==> src/rtl/simon_pkt_arb.sv <==
// Two-requester round-robin packet arbiter that feeds words to one shared SIMON core.
// Optional macro SIMON_MODE_CHECK_EN: drop (ack without load) words whose info[3:0] != MODE.
module simon_pkt_arb #(
  parameter int         N    = 16,
  parameter logic [3:0] MODE = 4'h1
) (
  input  logic           clk,
  input  logic           R,
  input  logic [1:0]     req,
  input  logic [1:0]     last,
  input  logic [7:0]     info0,
  input  logic [7:0]     info1,
  input  logic [2*N-1:0] data0,
  input  logic [2*N-1:0] data1,
  input  logic           busy_core,
  output logic [1:0]     gnt,
  output logic           load,
  output logic [7:0]     core_info,
  output logic [2*N-1:0] core_data,
  output logic [1:0]     ack,
  output logic [7:0]     count,
  output logic           err
);

  typedef enum logic [1:0] {IDLE, ISSUE, WAITC, RELEASE} state_t;

  state_t         state_q, state_d;
  logic           ptr_q, ptr_d;
  logic [1:0]     gnt_q, gnt_d;
  logic           load_q, load_d;
  logic [1:0]     ack_q, ack_d;
  logic [7:0]     core_info_q, core_info_d;
  logic [2*N-1:0] core_data_q, core_data_d;
  logic [7:0]     count_q, count_d;
  logic           end_q, end_d;
  logic           err_q, err_d;

  logic           g;
  logic [7:0]     sel_info;
  logic [2*N-1:0] sel_data;
  logic           sel_req;
  logic           sel_last;
  logic           mode_bad;

  function automatic logic [1:0] onehot(input logic idx);
    return idx ? 2'b10 : 2'b01;
  endfunction

  // The granted requester is fixed for the whole packet, so its index comes from gnt_q.
  assign g        = gnt_q[1];
  assign sel_info = g ? info1 : info0;
  assign sel_data = g ? data1 : data0;
  assign sel_req  = req[g];
  assign sel_last = last[g];

`ifdef SIMON_MODE_CHECK_EN
  assign mode_bad = (sel_info[3:0] != MODE);
`else
  logic unused_mode;
  assign unused_mode = ^MODE;
  assign mode_bad    = 1'b0;
`endif

  // NOTE: sequential state uses non-blocking assignments so every register samples pre-edge values.
  always_ff @(posedge clk) begin
    if (R) begin
      state_q     <= IDLE;
      ptr_q       <= 1'b0;
      gnt_q       <= 2'b00;
      load_q      <= 1'b0;
      ack_q       <= 2'b00;
      core_info_q <= '0;
      core_data_q <= '0;
      count_q     <= '0;
      end_q       <= 1'b0;
      err_q       <= 1'b0;
    end else begin
      state_q     <= state_d;
      ptr_q       <= ptr_d;
      gnt_q       <= gnt_d;
      load_q      <= load_d;
      ack_q       <= ack_d;
      core_info_q <= core_info_d;
      core_data_q <= core_data_d;
      count_q     <= count_d;
      end_q       <= end_d;
      err_q       <= err_d;
    end
  end

  // NOTE: every combinational output gets a default first so no latch is inferred.
  always_comb begin
    state_d = state_q;
    unique case (state_q)
      IDLE:    if (|req) state_d = ISSUE;
      ISSUE:   if (!busy_core && sel_req) state_d = mode_bad ? RELEASE : WAITC;
      WAITC:   if (!busy_core) state_d = end_q ? RELEASE : ISSUE;
      RELEASE: state_d = IDLE;
      default: state_d = IDLE;
    endcase
  end

  always_comb begin
    ptr_d       = ptr_q;
    gnt_d       = gnt_q;
    load_d      = 1'b0;
    ack_d       = 2'b00;
    core_info_d = core_info_q;
    core_data_d = core_data_q;
    count_d     = count_q;
    end_d       = end_q;
    err_d       = err_q;
    unique case (state_q)
      IDLE: begin
        if (|req) gnt_d = req[ptr_q] ? onehot(ptr_q) : onehot(!ptr_q);
      end
      ISSUE: begin
        if (!busy_core && sel_req) begin
          ack_d = gnt_q;
          if (mode_bad) begin
            // Dropped word: close the packet without counting it.
            err_d = 1'b1;
            gnt_d = 2'b00;
            ptr_d = !g;
          end else begin
            load_d      = 1'b1;
            core_info_d = sel_info;
            core_data_d = sel_data;
            end_d       = sel_last;
          end
        end
      end
      WAITC: begin
        if (!busy_core && end_q) begin
          gnt_d   = 2'b00;
          ptr_d   = !g;
          count_d = count_q + 8'd1;
        end
      end
      default: ;
    endcase
  end

  assign gnt       = gnt_q;
  assign load      = load_q;
  assign ack       = ack_q;
  assign core_info = core_info_q;
  assign core_data = core_data_q;
  assign count     = count_q;
  assign err       = err_q;

endmodule

==> config.mk <==
export PLATFORM = sky130hd
export DESIGN_NAME = simon_pkt_arb
export DESIGN_NICKNAME = d
export VERILOG_FILES = /design/src/rtl/simon_pkt_arb.sv
export SDC_FILE = /design/constraint.sdc
export NUM_CORES = 1
export LEC_CHECK = 0
export BUFFER_PORTS_ARGS = -buffer_cell sky130_fd_sc_hd__buf_4
export CELL_PAD_IN_SITES_DETAIL_PLACEMENT = 1
export CELL_PAD_IN_SITES_GLOBAL_PLACEMENT = 1
export CORE_UTILIZATION = 33
export CTS_BUF_LIST = sky130_fd_sc_hd__clkbuf_16
export CTS_CLUSTER_SIZE = 25
export DETAILED_ROUTE_END_ITERATION = 10
export GPL_TIMING_DRIVEN = 0
export PLACE_DENSITY_LB_ADDON = 0.1
export SLEW_MARGIN = 20
export SYNTH_ARGS = -nofsm -noshare
export SYNTH_HDL_FRONTEND = slang
export SYNTH_SLANG_ARGS = --single-unit
==> constraint.sdc <==
create_clock -name clk -period 1.8 [get_ports clk]
set_clock_uncertainty 0.05 [all_clocks]
set_input_delay 0.18 -clock clk [delete_from_list [all_inputs] [get_ports clk]]
set_output_delay 0.18 -clock clk [all_outputs]
set_load 0.005 [all_outputs]
==> metrics.cfg <==
[run_status]
status = finished, final reports clean

[cts]
clockBufferDepth = 2
root_buffer = clkbuf_16
cts_tree = built
htree_levels = 3
cts_hold_buf = 0
worstSkewPairLatency_ns = 0.31
cts.clk_slew.worst_paths_ns = 0.05
cts_buffers = 9
clkSinkCount = 57

[cells_and_area]
diodes = 0
mostFrequentLayoutCells = 141 x buf_4, 57 x dfxtp_1, 50 x a21oi_1, 42 x mux2i_1, 40 x a211oi_2
finalNonFillerCells = 528
final_area_sq_um = 4300
mostFrequentLayoutCell = buf_4
synthToLayoutAreaGrowth_pct = 51.8
drive_gt1_frac = 0.508
finalNetCount = 507

[sta]
fmax_mhz = 605
drv_slew = 0
tightest_slew_ns = 0.747
timing.slew.headroom = 0.502
hold_violations = 0
setup_tns_ns = 0
period_share = 0.919
report.final.setup_viol = 0
period_needed_ns = 1.65
rsz0062_at_grt = no
whs_ns = 0.134

[detailed_routing]
vias_per_cell = 5.04
postRouteAntennaNets = 0
first_pass_iters = 4
post_drt_wl_per_cell_um = 15.6
vias = 2659
drtIter0Drc = 45
drt-total-wl_um = 8230
drc = 0

[logic_synthesis]
yosysWarnings = 0
synthTopCellsByArea = dfxtp_1 40%, a211oi_2 18%, mux2i_1 15%, a21oi_1 8.8%, buf_6 2.4%
synth-seq-cells = 57
synth_edf_count = 0
ys_async_sr_fraction = 0
synthFlopType = dfxtp_1
ys_seq_area_frac = 0.403
netlist_instances = 268
synth_top_area_share = 0.403
syn-cell-area_sq_um = 2830
yosysTopAreaCell = dfxtp_1
avgSynthCellArea_sq_um = 10.6
synthesis.nets = 356
yosysUniqueCellTypes = 39

[power]
p_sw_frac = 0.242
leakage_nw = 1.73
comb_power_share = 0.181
p_clk_frac = 0.438
p_total_mw = 3.58
internal-power_mw = 2.72
p_seq_frac = 0.381
switchingPower_mw = 0.866
powerDensity_nw_per_um2 = 834
ir_drop_mv = 0.482

[global_route]
grt.overflow.total = 0
grt_max_degree = 11
antenna_found_initial = 0
grt_pass1_wl_um = 12300
grt.total_usage = 0.179
grt_pass1_vias = 2509

[critical_path]
worstSetupPathType = reg2reg
worstPathMaxFanout = 10
crit_required_ns = 1.97
endpoint_kind = flop
arrival_ns = 1.83
critPathLaunchType = flop

[floorplan]
fp.dieH_um = 94.6
coreArea_sq_um = 8260
die-area_sq_um = 8950
die_x_um = 94.6
start_util = 0.343
io-pin-count = 141
std_cell_rows = 33

[placement]
dp_hpwl_um = 6050
gp_congestion = 0.688
placed_cells = 512
place_area_sq_um = 4010
io_buffers = 139

[run]
drv_cap = 0

[hold_path]
hp-class = in2reg

## cell families (layout without fill, tap and decap cells)
family | count (synthesis) | count (layout) | synth area share
buf+inv | 32 | 187 | 0.0645
fa+ha+maj | 1 | 1 | 0.00442
flops | 57 | 57 | 0.403
compound gates | 104 | 104 | 0.303
simple gates | 28 | 28 | 0.0632
other cells | 1 | 1 | 0.00132
xor+xnor | 1 | 1 | 0.00309
mux | 44 | 44 | 0.158
## per-layer routing
metal | share of wire | global-route usage | vias to the layer above
li1 | - | - | 1315
met1 | 0.42 | 0.205 | 1253
met2 | 0.50 | 0.314 | 82
met3 | 0.063 | 0.0451 | 9
met4 | 0.015 | 0.0758 | 0
met5 | 0 | 0 | -
## worst max-delay path: stages (launching register included)
cell      delay [ns]
dfxtp_1         0.34
buf_6           0.16
mux2_4          0.22
clkbuf_1        0.40
a21oi_1         0.15
a211oi_2        0.24
## registers in the layout, summed over array words and instances (netlist names), 2 cells and up
name and cells:
core_data 32, state_q 2, gnt 2, count 8, core_info 8, ack 2
## power by group through the flow
stage / clock network, mW / logic, mW / registers (mW)
floorplan: 0 / 0.335 / 1.39
global placement: 0 / 0.642 / 1.39
detailed placement: 0 / 0.653 / 1.39
CTS: 1.63 / 0.656 / 1.37
global route: 1.69 / 0.701 / 1.37
finish: 1.57 / 0.647 / 1.37
## what timing repair did
item,in CTS,in global routing
endpoints found under the setup margin,0,2
setup buffers,0,1
resized for setup,0,1
## final timing paths
| path | from | end | slack (ns) | depth (start not counted) |
|---|---|---|---|---|
| max | gnt[1] | core_data[22] | 0.15 | 5 |
| min | busy_core | state_q[0] | 0.13 | 3 |
| max reg2reg | gnt[1] | core_data[22] | 0.15 | 5 |
| min reg2reg | ptr_q | ptr_q | 0.44 | 2 |
## cell type report
class                   instances  area [sq um]
clock inverters                 6          52.6
well taps                     105           131
fillers                       964          3960
repair buffers                140          1050
flip-flops and latches         57          1140
multi-input cells             179          1510
inverters                       5          18.8
plain buffers                  27           164
clock buffers                   9           225
## synth_stat cells, drive strengths merged (2+ instances only)
master	instances
nor2	5
or4	4
inv	4
buf	18
nor3b	3
mux2i	42
o21ai	2
o31ai	4
o32ai	2
mux2	2
dfxtp	57
nand2b	4
a211oi	41
nand2	4
a21oi	50
clkbuf	9
## per-stage QoR
stage / worst slack (ns) / utilization
floorplan: 0.305 / -
global placement: 0.182 / 0.485
detailed placement: 0.139 / 0.485
CTS: 0.122 / 0.519
global route: 0.00718 / 0.520
finish: 0.146 / 0.520
No activity file was read; power rests on OpenSTA's default activity.
